==> src/rtl/ps2_keypad.sv <==
// ps2_keypad: PS/2 receiver with E0/F0 prefix decoding into a held-key bitmap; define KEYPAD_WASD_EN to add WASD aliases
module ps2_keypad #(
   parameter int FILTER_LEN  = 8,
   parameter int TIMEOUT_CYC = 50000
) (
   input  logic       clk,
   input  logic       rst,
   input  logic       ps2_clk,
   input  logic       ps2_data,
   output logic [4:0] keydown,
   output logic       scan_valid,
   output logic [7:0] scan_code,
   output logic       frame_err
);
   localparam int FW = $clog2(FILTER_LEN + 1);
   localparam int TW = $clog2(TIMEOUT_CYC + 1);
   localparam logic [1:0] IDLE   = 2'd0;
   localparam logic [1:0] DATA   = 2'd1;
   localparam logic [1:0] PARITY = 2'd2;
   localparam logic [1:0] STOP   = 2'd3;

   logic [1:0]    cs_q, ds_q;
   logic          filt_q, filt_d;
   logic [FW-1:0] fc_q, fc_d;
   logic [1:0]    st_q, st_d;
   logic [7:0]    sh_q, sh_d;
   logic [2:0]    bc_q, bc_d;
   logic          par_q, par_d;
   logic [TW-1:0] to_q, to_d;
   logic          ext_q, ext_d, brk_q, brk_d;
   logic [4:0]    kd_q, kd_d;
   logic          sv_q, fe_q;
   logic [7:0]    sc_q, sc_d;
   logic          fall, din, tmo, last, frame_ok, good, bad, pfx;
   logic [4:0]    mask, alias_mask;

   // ps2_clk glitch filter: flip only after FILTER_LEN consecutive differing samples
   always_comb begin
      fc_d   = (cs_q[1] == filt_q || fc_q == FW'(FILTER_LEN - 1)) ? '0 : fc_q + 1'b1;
      filt_d = (cs_q[1] != filt_q && fc_q == FW'(FILTER_LEN - 1)) ? cs_q[1] : filt_q;
      fall   = filt_q & ~filt_d;
      din    = ds_q[1];
   end

   // frame FSM, advancing on filtered falling edges, aborted by a mid-frame timeout
   always_comb begin
      tmo      = (st_q != IDLE) && !fall && (to_q == TW'(TIMEOUT_CYC - 1));
      last     = fall && (st_q == STOP);
      frame_ok = din && ^{sh_q, par_q};
      good     = last && frame_ok;
      bad      = (last && !frame_ok) || tmo;
      st_d     = tmo ? IDLE :
                 !fall ? st_q :
                 (st_q == IDLE) ? (din ? IDLE : DATA) :
                 (st_q == DATA) ? ((bc_q == 3'd7) ? PARITY : DATA) :
                 (st_q == PARITY) ? STOP : IDLE;
      sh_d     = (fall && st_q == DATA) ? {din, sh_q[7:1]} : sh_q;
      bc_d     = (fall && st_q == IDLE) ? 3'd0 : (fall && st_q == DATA) ? bc_q + 3'd1 : bc_q;
      par_d    = (fall && st_q == PARITY) ? din : par_q;
      to_d     = (st_q == IDLE || fall || tmo) ? '0 : to_q + 1'b1;
   end

   // byte decoder: prefix flags and key bitmap updates
   always_comb begin
`ifdef KEYPAD_WASD_EN
      alias_mask = (sh_q == 8'h1D) ? 5'b00001 :
                   (sh_q == 8'h1C) ? 5'b00010 :
                   (sh_q == 8'h23) ? 5'b00100 :
                   (sh_q == 8'h1B) ? 5'b01000 : 5'b00000;
`else
      alias_mask = 5'b00000;
`endif
      mask  = ext_q ? ((sh_q == 8'h75) ? 5'b00001 :
                       (sh_q == 8'h6B) ? 5'b00010 :
                       (sh_q == 8'h74) ? 5'b00100 :
                       (sh_q == 8'h72) ? 5'b01000 : 5'b00000)
                    : ((sh_q == 8'h29) ? 5'b10000 : alias_mask);
      pfx   = (sh_q == 8'hE0) || (sh_q == 8'hF0);
      kd_d  = (good && !pfx) ? (brk_q ? (kd_q & ~mask) : (kd_q | mask)) : kd_q;
      ext_d = bad ? 1'b0 : good ? ((sh_q == 8'hE0) ? 1'b1 : (sh_q == 8'hF0) ? ext_q : 1'b0) : ext_q;
      brk_d = bad ? 1'b0 : good ? ((sh_q == 8'hF0) ? 1'b1 : (sh_q == 8'hE0) ? brk_q : 1'b0) : brk_q;
      sc_d  = good ? sh_q : sc_q;
   end

   // state registers; pins and filter idle high so reset never fakes a falling edge
   always_ff @(posedge clk or posedge rst) begin
      if (rst) begin
         cs_q   <= 2'b11;
         ds_q   <= 2'b11;
         filt_q <= 1'b1;
         fc_q   <= '0;
         st_q   <= IDLE;
         sh_q   <= '0;
         bc_q   <= '0;
         par_q  <= 1'b0;
         to_q   <= '0;
         ext_q  <= 1'b0;
         brk_q  <= 1'b0;
         kd_q   <= '0;
         sv_q   <= 1'b0;
         fe_q   <= 1'b0;
         sc_q   <= '0;
      end else begin
         cs_q   <= {cs_q[0], ps2_clk};
         ds_q   <= {ds_q[0], ps2_data};
         filt_q <= filt_d;
         fc_q   <= fc_d;
         st_q   <= st_d;
         sh_q   <= sh_d;
         bc_q   <= bc_d;
         par_q  <= par_d;
         to_q   <= to_d;
         ext_q  <= ext_d;
         brk_q  <= brk_d;
         kd_q   <= kd_d;
         sv_q   <= good;
         fe_q   <= bad;
         sc_q   <= sc_d;
      end
   end

   assign keydown    = kd_q;
   assign scan_valid = sv_q;
   assign scan_code  = sc_q;
   assign frame_err  = fe_q;
endmodule

==> config.mk <==
export PLATFORM = sky130hd
export DESIGN_NAME = ps2_keypad
export DESIGN_NICKNAME = d
export VERILOG_FILES = /design/src/rtl/ps2_keypad.sv
export SDC_FILE = /design/constraint.sdc
export NUM_CORES = 1
export LEC_CHECK = 0
export BUFFER_PORTS_ARGS = -buffer_cell sky130_fd_sc_hd__buf_2
export CAP_MARGIN = 20
export CORE_MARGIN = 4
export CORE_UTILIZATION = 50
export CTS_BUF_LIST = sky130_fd_sc_hd__clkbuf_8
export CTS_CLUSTER_SIZE = 30
export DETAILED_ROUTE_END_ITERATION = 10
export PLACE_DENSITY = 0.71
export SETUP_SLACK_MARGIN = 0.02
export SLEW_MARGIN = 20
export SYNTH_ARGS = -nofsm -noshare
export SYNTH_HDL_FRONTEND = slang
export SYNTH_SLANG_ARGS = --single-unit
==> constraint.sdc <==
create_clock -name clk -period 2.27 [get_ports clk]
set_input_delay 0.454 -clock clk [delete_from_list [all_inputs] [get_ports clk]]
set_output_delay 0.454 -clock clk [all_outputs]
set_load 0.02 [all_outputs]
Word-level counts from Yosys, hierarchy flattened --
Index checks and enable logic that the tools add are counted.
Cells by class: $add $sub $neg 3, equal/unequal tests 17, multiplexer cells 27, bitwise operators 5, reductions and logical operators 27
Operator list (number):
- $eq A8 B7 Y1 const B | 4
- $mux W4 | 5
- $add A16 B1 Y16 const B | 1
- $eq A16 B16 Y1 const B | 1
- $eq A8 B8 Y1 const B | 2
- $mux W16 | 1
- $mux W5 | 3
- $mux W2 | 6
- $logic_and A1 B1 Y1 | 11
- $mux W1 | 10
- $reduce_xor A9 Y1 | 1
- $eq A8 B6 Y1 const B | 1
- $reduce_bool A2 Y1 | 4
- $mux W3 | 2
- $and A5 B5 Y5 | 1
- $logic_or A1 B1 Y1 | 5
- $not A5 Y5 | 1
- $or A5 B5 Y5 | 1
- $add A4 B1 Y4 const B | 1
- $eq A2 B2 Y1 const B | 2
- $eq A4 B3 Y1 const B | 1
- $reduce_and A2 Y1 | 2
- $add A3 B1 Y3 const B | 1
- $eq A3 B3 Y1 const B | 1
- other kinds (9) | 11
Storage, ports and cells: register bits after elaboration 56, bits of input ports 4, output and inout bits 15, logic and storage cells 94

Longest topological paths before layout --
Gate-level depths: netlist (run 1).
depth after elaboration 11, depth in mapped cells 8, mapped depth without buffers 6

Least setup slack after synthesis (run 1) --
Ideal clock, no wire load.
path kind register -> register, from register sh_q[3], to register sc_q[1] (netlist: scan_code[1]), setup time 0.128 ns, arrival 1.894 ns, slack 0.248 ns, cell stages (with the launch flop) 6, buffers on the path 0, path through dfrtp_1 > xor2_1 > xnor3_1 > xor2_1 > nand2_4 > mux2_1
Between the ends: cells in the longest elaborated chain, start to end 3
RTL lines:
- start, declared | line 26 | logic [7:0] sh_q, sh_d;
- start signal, assigned | line 93 | sh_q <= '0;
- start signal, assigned | line 109 | sh_q <= sh_d;
- $reduce_xor A9 Y1 | line 49 | frame_ok = din && ^{sh_q, par_q};
- $logic_and A1 B1 Y1 | line 49
- $logic_and A1 B1 Y1 | line 50 | good = last && frame_ok;
- end signal, assigned | line 102 | sc_q <= '0;
- end signal, assigned | line 118 | sc_q <= sc_d;
- end, declared | line 33 | logic [7:0] sc_q, sc_d;
Every way passes these cells. A chain may end at the register's enable or synchronous reset.

Final worst setup path (run 1) --
Same ends and word-level chain as after synthesis.

==> key figures, run 1 <==
Global route
  • Initial antenna violation count: 0
  • Congestion Overflow GR: 0
  • Largest net degree at the start of global routing: 57
  • First-pass GRT wire length: 7910 um
  • GRT Util Overall: 0.156
  • Vias in the first global route: 1696

Detailed routing
  • Vias per inst: around 5.3
  • Vias: 1813
  • DRT iter0 DRCs: 91
  • Routed len/inst: 13.4 um
  • DRT antenna net count: 0
  • Number of remaining DRC errors: 0
  • Routed WL: 4580 um
  • Drt first pass iters: 4

Hold path
  • Worst Hold Class: in2async

Place
  • Port Buffer Count: 18
  • # placed instances: ~330
  • Final Wtd Congestion: 0.879
  • HPWL Detailed: 3220 um

Floorplan
  • IO Pins: 19
  • Vert. Die Dim: 80.9 um
  • Die width: 80.9 um
  • DIE AREA: between 6000 and 7000 um2
  • CORE AREA: slightly above 5000 um2
  • Initial Utilization: 0.518
  • Rows: 26

Synthesis
  • Yosys reg bits: 56
  • Top cells by area, synth: dfrtp_1 48%, mux2_2 6.3%, dfstp_2 4.9%
  • Post-synthesis mux area share: 0.0865
  • Cell area after synthesis: 2660 um2
  • FFs w/ async S/R, synth: 1.00
  • Synth area leader: dfrtp_1
  • Net Count, Synth: 254
  • Sequential fraction of the synthesis area: 0.529
  • Post-Synthesis Cells: around 250
  • Synth cell types: 39
  • Avg Cell Area, Syn: around 11 um2
  • Most common cell in the netlist: dfrtp_1
  • Synth top cells by count: 51 x dfrtp_1, 27 x nor2_1, 15 x mux2_2, 15 x xnor2_1, 14 x nand2_1
  • Area share of the leading cell type in the synthesized netlist: 0.480
  • Largest family of logic cells by synthesized area: simple AND/OR/NAND/NOR gates
  • Most used DFF post-synth: dfrtp_1
  • XOR/XNOR Fraction of Synth Area: 0.0960
  • Post-synth EDFFs: 0
  • Yosys warns: 0
  • Simple-gate share of the synthesized area: 0.196
  • Adder-cell share of the synthesized area: 0.0188
  • Compound-Gate Fraction of Synth Area: 0.0414

Clock tree
  • Post-CTS setup repair buffer count: 0
  • H-tree Lvls: 2
  • Clock Pin Slew Worst Setup and Hold Paths: 90 ps
  • Root buffer cell: clkbuf_8
  • Clk sinks: 56
  • Clock buffer depth: 2
  • Worst-Skew Late Latency: 310 ps
  • CTS tree: done
  • Num CTS Buffers: 5

Power
  • VDD IR max: 0.353 mV
  • PwrDens: slightly above 600 nW/um2
  • P_leak: 0.00148 uW

Final layout
  • Final cell count without fillers: ~340
  • NumNets Final: 279
  • Area grow syn2layout: 13.0%
  • Ant diodes: 0
  • Share of layout cells above drive strength 1: 0.224

Setup path
  • Crit. End Element: flop
  • Slowest CP cell: xnor3_1
  • Kind of critical path: reg2reg
  • CP max FO: 8
  • R2R Setup Slk: 170 ps
  • R2r endpoint: scan_code[1]
  • CP peak stage delay: 520 ps
  • Register-to-Register Path Depth: 5
  • CP Launch Type: flop
  • Cell breakdown of the critical path: xor2_1 -> xnor3_1 -> xor2_2 -> nand2_4 -> mux2_1
  • Reg-to-reg critical path startpoint: sh_q[3]
  • Critical Path RT: 2460 ps
  • Crit-path leading delay family: XOR/XNOR gates
  • Worst path bufs/invs: 0
  • CP arrival: 2290 ps

STA
  • Period utilization: 0.926
  • Normalized max-slew margin: 0.722
  • Setup tns final: 0 ps
  • RSZ-0062 raised after global routing: no
  • Final Max Tran Viols: 0
  • Tmin final: around 2100 ps
  • Worst slew pin tran: 413 ps
  • Achievable Freq: 476 MHz
  • Endpoints failing setup: 0
  • Final count of hold timing violations: 0
  • Worst Skew: roughly 7.2 ps

Job
  • Max-cap violations: 0

Run status
  • Status: finished clean
[where the power goes]
| group | total, uW | leakage, uW | internal [uW] | switching, uW |
|---|---|---|---|---|
| Sequential | 1060 | 0.000763 | 1040 | 24.8 |
| Clock | 702 | 0.0000645 | 389 | 313 |
| Combinational | 110 | 0.000650 | 51.3 | 58.9 |
| Total | 1880 | 0.00148 | 1480 | 397 |
[worst min-delay path, cell delays in order]
cell    delay [ps]
buf_2          100
inv_2           60
buf_12         250
[metal layers]
layer / vias up / wire [um] / GRT usage
met5: - / 0 / 0
met4: 0 / 62 / 0.0524
met3: 6 / 154 / 0.0333
met2: 27 / 2210 / 0.263
met1: 889 / 2150 / 0.201
li1: 891 / - / -
[stage by stage]
| step | util | cell area (um2) | hold WS (ps) | setup slack (ps) | total power [uW] |
|---|---|---|---|---|---|
| finish | 0.585 | 3010 | 169 | 167 | 1880 |
| global route | 0.585 | 3010 | 195 | 68.0 | 1960 |
| CTS | 0.583 | 3000 | 188 | 95.0 | 1900 |
| detailed placement | 0.559 | 2870 | 347 | 152 | 1200 |
| global placement | 0.559 | 2870 | 346 | 271 | 1190 |
| floorplan | - | 2660 | 345 | 248 | 1160 |
[logic make-up (layout without fill, tap and decap cells)]
kind of cell	count (synthesis)	in the layout
xor gates and xnor gates	26	26
DFF	56	56
AOI/OAI and AO/OA	21	21
buffers and inverters	21	47
and+or+nand+nor	97	97
adders and majority gates	4	4
muxes	21	21
[placed cells by master, fill, tap and decap left out, types with 2 or more instances in the layout]
master	count
a21oi_1	9
and3_1	9
buf_2	18
buf_4	7
clkbuf_8	7
dfrtp_1	51
dfstp_2	5
ha_1	4
inv_1	12
mux2_2	15
mux2i_1	5
nand2_1	14
nand2b_1	2
nand3_1	12
nand4_1	4
nand4b_1	3
nor2_1	27
nor2b_1	3
nor3_1	7
nor4_1	3
o21ai_0	10
or2_2	2
or4bb_1	2
xnor2_1	15
xnor3_1	2
xor2_1	8
[timing repair]
item | 4_1_cts | 5_1_grt
resized for setup | 0 | 1
setup endpoints to repair | 0 | 1
endpoints found under the hold margin | 0 | 0
hold buffers | 0 | 0
[flip-flops by register name, summed over array words and instances, names as in the netlist, named ones only]
| signal | count |
|---|---|
| scan_code | 8 |
| to_q | 16 |
| st_q | 2 |
| par_q | 1 |
| filt_q | 1 |
| scan_valid | 1 |
| brk_q | 1 |
| bc_q | 3 |
| frame_err | 1 |
| ext_q | 1 |
| sh_q | 8 |
| fc_q | 4 |
| cs_q | 2 |
| ds_q | 2 |
[cell type report]
type | count | area, um2
fillers | 462 | 2130
repair buffers | 26 | 163
flip-flops and latches | 56 | 1410
clock buffers | 7 | 96.3
clock inverters | 1 | 30.0
well taps | 70 | 87.6
inverters | 13 | 48.8
multi-input cells | 169 | 1170
[worst max-delay path by stage]
stage,slack (ps),cells after the start,end,from
global placement,270,5,scan_code[1],sh_q[3]
floorplan,250,5,scan_code[1],sh_q[3]
detailed placement,150,5,scan_code[1],sh_q[3]
finish,170,5,scan_code[1],sh_q[3]
CTS,100,5,scan_code[1],sh_q[3]
global route,70,5,scan_code[1],sh_q[3]
No activity file was read; power rests on OpenSTA's default activity.
==> inputs of run 2 (changes only) <==
--- a/config.mk
+++ b/config.mk
@@ -13,6 +13,7 @@
 export CTS_CLUSTER_SIZE = 30
 export DETAILED_ROUTE_END_ITERATION = 10
 export PLACE_DENSITY = 0.71
+export REMOVE_ABC_BUFFERS = 1
 export SETUP_SLACK_MARGIN = 0.02
 export SLEW_MARGIN = 20
 export SYNTH_ARGS = -nofsm -noshare
==> run 2 against run 1 <==
Compared with the run above: critical path depth stayed put; clock power shrank 22%; fmax increased by 1.1%; final area down 0.87%; first-iteration DRC count rose by 76%; largest cell class unchanged.
==> key figures, run 2 (synthesis gave the netlist of run 1 again) <==
Final layout
  • Storage element area: 1410 um2 (unchanged)
  • Ant diodes: 0 (unchanged)
  • Area grow syn2layout: 12.0%
  • Largest register FFs: 16 (unchanged)
  • Share of layout cells above drive strength 1: 0.231 (+0.00650)
  • Final instance area: 2980 um2 (-0.87%)
  • NumNets Final: 280 (+0.36%)
  • Biggest register: to_q
  • Area taken by multi-input logic gates: 1170 um2 (+0.11%)
  • Fill cell count: 463 (+0.22%)
  • Post-Route Utilization: 0.580 (-0.00511)
  • Commonest non-fill, non-tap cells in the layout: 51 x dfrtp_1, 27 x nor2_1, 18 x buf_2, 15 x mux2_2, 15 x xnor2_1
  • Most common cell after layout, fill and taps aside: dfrtp_1

Power
  • Seq pwr share: 0.618 (+0.051)
  • Clk pwr share: 0.318 (-0.057)
  • Switch Pwr: 410 uW (+3.5%)
  • PwrDens: 578 nW/um2 (-7.4%)
  • Total power: 1720 uW (-8.2%)
  • Switching part of the total power: 0.238 (+0.0270)
  • Pint: 1310 uW (-11%)
  • VDD IR max: 0.308 mV (-13%)
  • P_leak: 0.00147 uW (-0.75%)
  • Part of the power in combinational logic: 0.064 (+0.005)

Detailed routing
  • Routed WL: 4650 um (+1.5%)
  • Vias: 1789 (-1.3%)
  • Number of remaining DRC errors: 0 (unchanged)
  • Routed len/inst: 13.6 um (+1.3%)
  • DR WL met2: 2130 um (-3.8%)
  • WL met1: 2270 um (+5.3%)
  • DRT iter0 DRCs: 160 (+76%)
  • Vias per inst: 5.22 (-1.6%)
  • DR top layer: met4
  • Met3 wire len: 185 um (+20%)
  • Drt first pass iters: 4 (unchanged)
  • DRT antenna net count: 0 (unchanged)

STA
  • Normalized max-slew margin: 0.741 (+0.0189)
  • Period utilization: 0.916 (-0.00981)
  • Final count of hold timing violations: 0 (unchanged)
  • Tmin final: 2080 ps (-22.3 ps)
  • Final Max Tran Viols: 0 (unchanged)
  • Setup tns final: 0 ps (unchanged)
  • Worst slew pin tran: 385 ps (-28.1 ps)
  • Worst Skew: 3.10 ps (-4.14 ps)
  • RSZ-0062 raised after global routing: no
  • Endpoints failing setup: 0 (unchanged)
  • Setup ws final: 190 ps (+22.3 ps)
  • Achievable Freq: 481 MHz (+1.1%)

Clock tree
  • Worst-Skew Late Latency: 310 ps (about the same)
  • Clock buffer depth: 2 (unchanged)
  • CTS tree: done
  • Clock Pin Slew Worst Setup and Hold Paths: 100 ps (about the same)
  • Quantity of hold-fixing buffers added after cts: 0 (unchanged)
  • Root buffer cell: clkbuf_8
  • Num CTS Buffers: 5 (unchanged)
  • Post-CTS setup repair buffer count: 0 (unchanged)
  • H-tree Lvls: 2 (unchanged)
  • Clk sinks: 56 (unchanged)

Place
  • Port Buffer Count: 18 (unchanged)
  • HPWL Detailed: 3330 um (+3.5%)
  • Dpl ws: 153 ps (+1.18 ps)
  • Final Wtd Congestion: 0.853 (-3.0%)
  • Placed inst area: 2880 um2 (+0.26%)

Setup path
  • Critical Path RT: 2470 ps (about the same)
  • CP Launch Type: flop
  • Kind of critical path: reg2reg
  • Cell breakdown of the critical path: xnor2_1 -> xnor3_1 -> xor2_2 -> nand2_4 -> mux2_2
  • Slowest CP cell: xnor3_1
  • CP arrival: 2280 ps (about the same)
  • CP max FO: 8 (unchanged)
  • Crit. End Element: flop
  • CP peak stage delay: 470 ps (-50 ps)

Global route
  • Congestion Overflow GR: 0 (unchanged)
  • Vias in the first global route: 1735 (+2.3%)
  • First-pass GRT wire length: 8220 um (+3.8%)
  • GRT Util Overall: 0.166 (+0.00932)
  • Initial antenna violation count: 0 (unchanged)
  • Largest net degree at the start of global routing: 57 (unchanged)

Floorplan
  • DIE AREA: 6550 um2 (unchanged)
  • Initial Utilization: 0.518 (unchanged)
  • Vert. Die Dim: 80.9 um (unchanged)
  • IO Pins: 19 (unchanged)
  • Die width: 80.9 um (unchanged)
  • Rows: 26 (unchanged)
  • CORE AREA: 5140 um2 (unchanged)

Job
  • Max-cap violations: 0 (unchanged)

Run status
  • Status: finished clean

Hold path
  • Worst Hold Class: in2async
## run 2: cell types whose count changed in the layout (fill, tap and decap cells not counted)
cell	delta
and3b_2	+1
inv_6	+1
clkinv_2	+1
buf_4	+1
clkinv_4	+1
clkbuf_8	-2
and3b_1	-1
bufinv_16	-1
## run 2: per-layer routing
metal  track usage  up-vias
met5             0        -
met2         0.244       27
met3        0.0521        6
li1              -      894
met4        0.0591        0
met1         0.231      862
## run 2: critical path: cells and delay by family, from the launching register on
kind | cells | cell delay [ps]
DFF | 1 | 460
xor gates and xnor gates | 3 | 1010
muxes | 1 | 350
and+or+nand+nor | 1 | 150
## run 2: final timing paths
path                         start           end  slack [ps]  cells past startpoint
min reg2reg                ds_q[0]       ds_q[1]         360                      0
max in group asynchronous      rst       ds_q[1]        1820                      3
min in group clk           ps2_clk       cs_q[0]         230                      1
max                        sh_q[6]  scan_code[6]         190                      5
min                            rst     frame_err         160                      3
max reg2reg                sh_q[6]  scan_code[6]         190                      5
## run 2: cell type report
type                    instances  area share
inverters                      13      0.0164
multi-input cells             169       0.394
repair buffers                 27      0.0571
flip-flops and latches         56       0.472
clock buffers                   5      0.0231
clock inverters                 3     0.00756
well taps                      70      0.0294
## run 2: power by group through the flow
stage | registers [uW] | logic [uW] | clock network, uW
after detailed placement | 1080 | 114 | 0
after global routing | 1070 | 128 | 612
after floorplan | 1080 | 83.3 | 0
after global placement | 1080 | 111 | 0
final | 1060 | 111 | 547
after CTS | 1060 | 114 | 566
## run 2: timing repair
action | CTS | global route
endpoints found under the setup margin | 0 | 3
endpoints found under the hold margin | 0 | 0
gates resized for setup | 0 | 2
## run 2: through the flow
stage / std cells / hold slack (ps)
final: 343 / 160
after global routing: 343 / 188
after CTS: 343 / 183
after detailed placement: 335 / 347
after global placement: 335 / 348
after floorplan: 238 / 345
==> inputs of run 3 (changes only) <==
--- a/config.mk
+++ b/config.mk
@@ -5,14 +5,14 @@
 export SDC_FILE = /design/constraint.sdc
 export NUM_CORES = 1
 export LEC_CHECK = 0
-export BUFFER_PORTS_ARGS = -buffer_cell sky130_fd_sc_hd__buf_2
 export CAP_MARGIN = 20
 export CORE_MARGIN = 4
 export CORE_UTILIZATION = 50
 export CTS_BUF_LIST = sky130_fd_sc_hd__clkbuf_8
 export CTS_CLUSTER_SIZE = 30
 export DETAILED_ROUTE_END_ITERATION = 10
-export PLACE_DENSITY = 0.71
+export DONT_BUFFER_PORTS = 1
+export PLACE_DENSITY = 0.68
 export REMOVE_ABC_BUFFERS = 1
 export SETUP_SLACK_MARGIN = 0.02
 export SLEW_MARGIN = 20
==> run 3 against run 2 <==
Compared with the run above: fmax shrank 2.0%; critical endpoint is now scan_code[1]; utilization fell by 1.7 points; largest cell class unchanged; first-iteration DRC count decreased by 3.1%; sequential share of layout area is 1.4 points higher; clock skew rose by 5.9 ps; register-to-register slack worse by 40 ps; combinational power about the same; clock-buffer cell count increased by 1.
==> key figures, run 3 (synthesis gave the netlist of run 1 again) <==
Run status
  • Status: finished clean

Floorplan
  • DIE AREA: 6550 um2 (unchanged)
  • IO Pins: 19 (unchanged)
  • Vert. Die Dim: 80.9 um (unchanged)
  • Initial Utilization: 0.518 (unchanged)
  • CORE AREA: 5140 um2 (unchanged)
  • Rows: 26 (unchanged)
  • Die width: 80.9 um (unchanged)

Global route
  • Vias in the first global route: 1720 (-0.86%)
  • Congestion Overflow GR: 0 (unchanged)
  • Initial antenna violation count: 0 (unchanged)
  • First-pass GRT wire length: 8220 um (unchanged)
  • Largest net degree at the start of global routing: 40 (-30%)
  • GRT Util Overall: 0.164 (-0.00158)

Clock tree
  • CTS tree: done
  • Num CTS Buffers: 5 (unchanged)
  • Clock Pin Slew Worst Setup and Hold Paths: 100 ps (about the same)
  • Clk sinks: 56 (unchanged)
  • Cts repair resizes: 0 (unchanged)
  • Root buffer cell: clkbuf_8
  • Worst-Skew Late Latency: 310 ps (about the same)
  • Post-CTS setup repair buffer count: 0 (unchanged)
  • Clock buffer depth: 2 (unchanged)
  • Quantity of hold-fixing buffers added after cts: 0 (unchanged)
  • H-tree Lvls: 2 (unchanged)

Final layout
  • Commonest non-fill, non-tap cells in the layout: 51 x dfrtp_1, 27 x nor2_1, 15 x mux2_2, 15 x xnor2_1, 14 x nand2_1
  • Final cell count without fillers: 326 (-5.0%)
  • Share of layout cells above drive strength 1: 0.172 (-0.0589)
  • Fill cell count: 466 (+0.65%)
  • Area grow syn2layout: 8.80%
  • Ant diodes: 0 (unchanged)
  • Post-Route Utilization: 0.563 (-0.0168)
  • Area taken by multi-input logic gates: 1170 um2 (-0.75%)
  • Biggest register: to_q
  • Largest register FFs: 16 (unchanged)
  • Most common cell after layout, fill and taps aside: dfrtp_1
  • Storage element area: 1410 um2 (unchanged)
  • NumNets Final: 263 (-6.1%)
  • Final instance area: 2890 um2 (-2.9%)

Setup path
  • CP Launch Type: flop
  • Register-to-Register Path Depth: 5 (unchanged)
  • R2r endpoint: scan_code[1]
  • Reg-to-reg critical path startpoint: sh_q[6]
  • R2R Setup Slk: 150 ps (-40 ps)
  • CP max FO: 8 (unchanged)
  • Critical Path RT: 2470 ps (about the same)
  • Kind of critical path: reg2reg
  • CP Capture Point: scan_code[1]
  • CP arrival: 2320 ps (+40 ps)
  • Crit. End Element: flop
  • Setup crit start: sh_q[6]

Detailed routing
  • Vias per inst: 5.36 (+2.7%)
  • Routed len/inst: 14.6 um (+7.8%)
  • Number of remaining DRC errors: 0 (unchanged)
  • DRT iter0 DRCs: 155 (-3.1%)
  • Routed WL: 4770 um (+2.4%)
  • Drt first pass iters: 4 (unchanged)
  • DRT antenna net count: 0 (unchanged)
  • Vias: 1746 (-2.4%)

Hold path
  • Worst Hold Class: in2async

STA
  • WHS: 4.17 ps (-155 ps)
  • RSZ-0062 raised after global routing: no
  • Tmin final: 2120 ps (+43.2 ps)
  • Period utilization: 0.935 (+0.0190)
  • Setup ws final: 146 ps (-43.2 ps)
  • Final count of hold timing violations: 0 (unchanged)
  • Endpoints failing setup: 0 (unchanged)
  • Worst Skew: 8.96 ps (+5.86 ps)
  • Worst slew pin tran: 422 ps (+36.9 ps)
  • Normalized max-slew margin: 0.716 (-0.0248)
  • Final Max Tran Viols: 0 (unchanged)
  • Achievable Freq: 471 MHz (-2.0%)

Place
  • Final Wtd Congestion: 0.893 (+4.7%)
  • Placed inst area: 2800 um2 (-2.9%)
  • HPWL Detailed: 3430 um (+2.9%)
  • # placed instances: 318 (-5.1%)
  • Dpl ws: 189 ps (+36.2 ps)
  • Port Buffer Count: 0 (-18)

Job
  • Max-cap violations: 0 (unchanged)

Power
  • PwrDens: 601 nW/um2 (+4.1%)
  • VDD IR max: 0.391 mV (+27%)
  • P_leak: 0.00138 uW (-6.1%)
[run 3: cell types whose count changed in the layout (fill, tap and decap cells not counted)]
cell      previous run  this run
and3b_1              0         1
and3b_2              1         0
buf_2               18         0
buf_4                8         9
clkbuf_8             5         6
clkinv_4             1         0
xor2_1               8         9
xor2_2               1         0
[run 3: final cells by class]
type	instances	area share
Sequential cell	56	0.486
Multi-Input combinational cell	169	0.403
Timing Repair Buffer	10	0.0303
Tap cell	70	0.0303
Clock buffer	6	0.0285
Inverter	13	0.0169
Clock inverter	2	0.00476
[run 3: critical path, stage by stage, from the launching register on]
cell,delay (ps)
dfrtp_1,460
xnor2_1,330
xnor3_1,440
xor2_1,300
nand2_4,140
mux2_1,340
[run 3: worst min path at each step]
stage	endpoint	slack [ps]	cells past startpoint
after floorplan	cs_q[1]	350	0
after global placement	frame_err	350	1
after detailed placement	frame_err	350	1
after CTS	frame_err	10	1
after global routing	frame_err	10	1
final	frame_err	4	1
[run 3: where the power goes]
part / internal [uW] / total, uW / leakage [uW] / switching (uW)
logic: 50.5 / 111 / 0.000562 / 60.6
registers: 1040 / 1060 / 0.000763 / 22.6
clock network: 250 / 569 / 0.0000516 / 319
[run 3: routing by layer]
layer,track usage,share of wire,vias to the layer above
li1,-,-,855
met1,0.226,0.46,847
met2,0.254,0.48,39
met3,0.0477,0.055,5
met4,0.0456,0.0092,0
met5,0,0,-
[run 3: stage by stage]
stage               TNS (ps)  total power [uW]
global placement           0              1190
CTS                        0              1770
floorplan               -715              1160
finish                     0              1740
detailed placement         0              1190
global route               0              1830
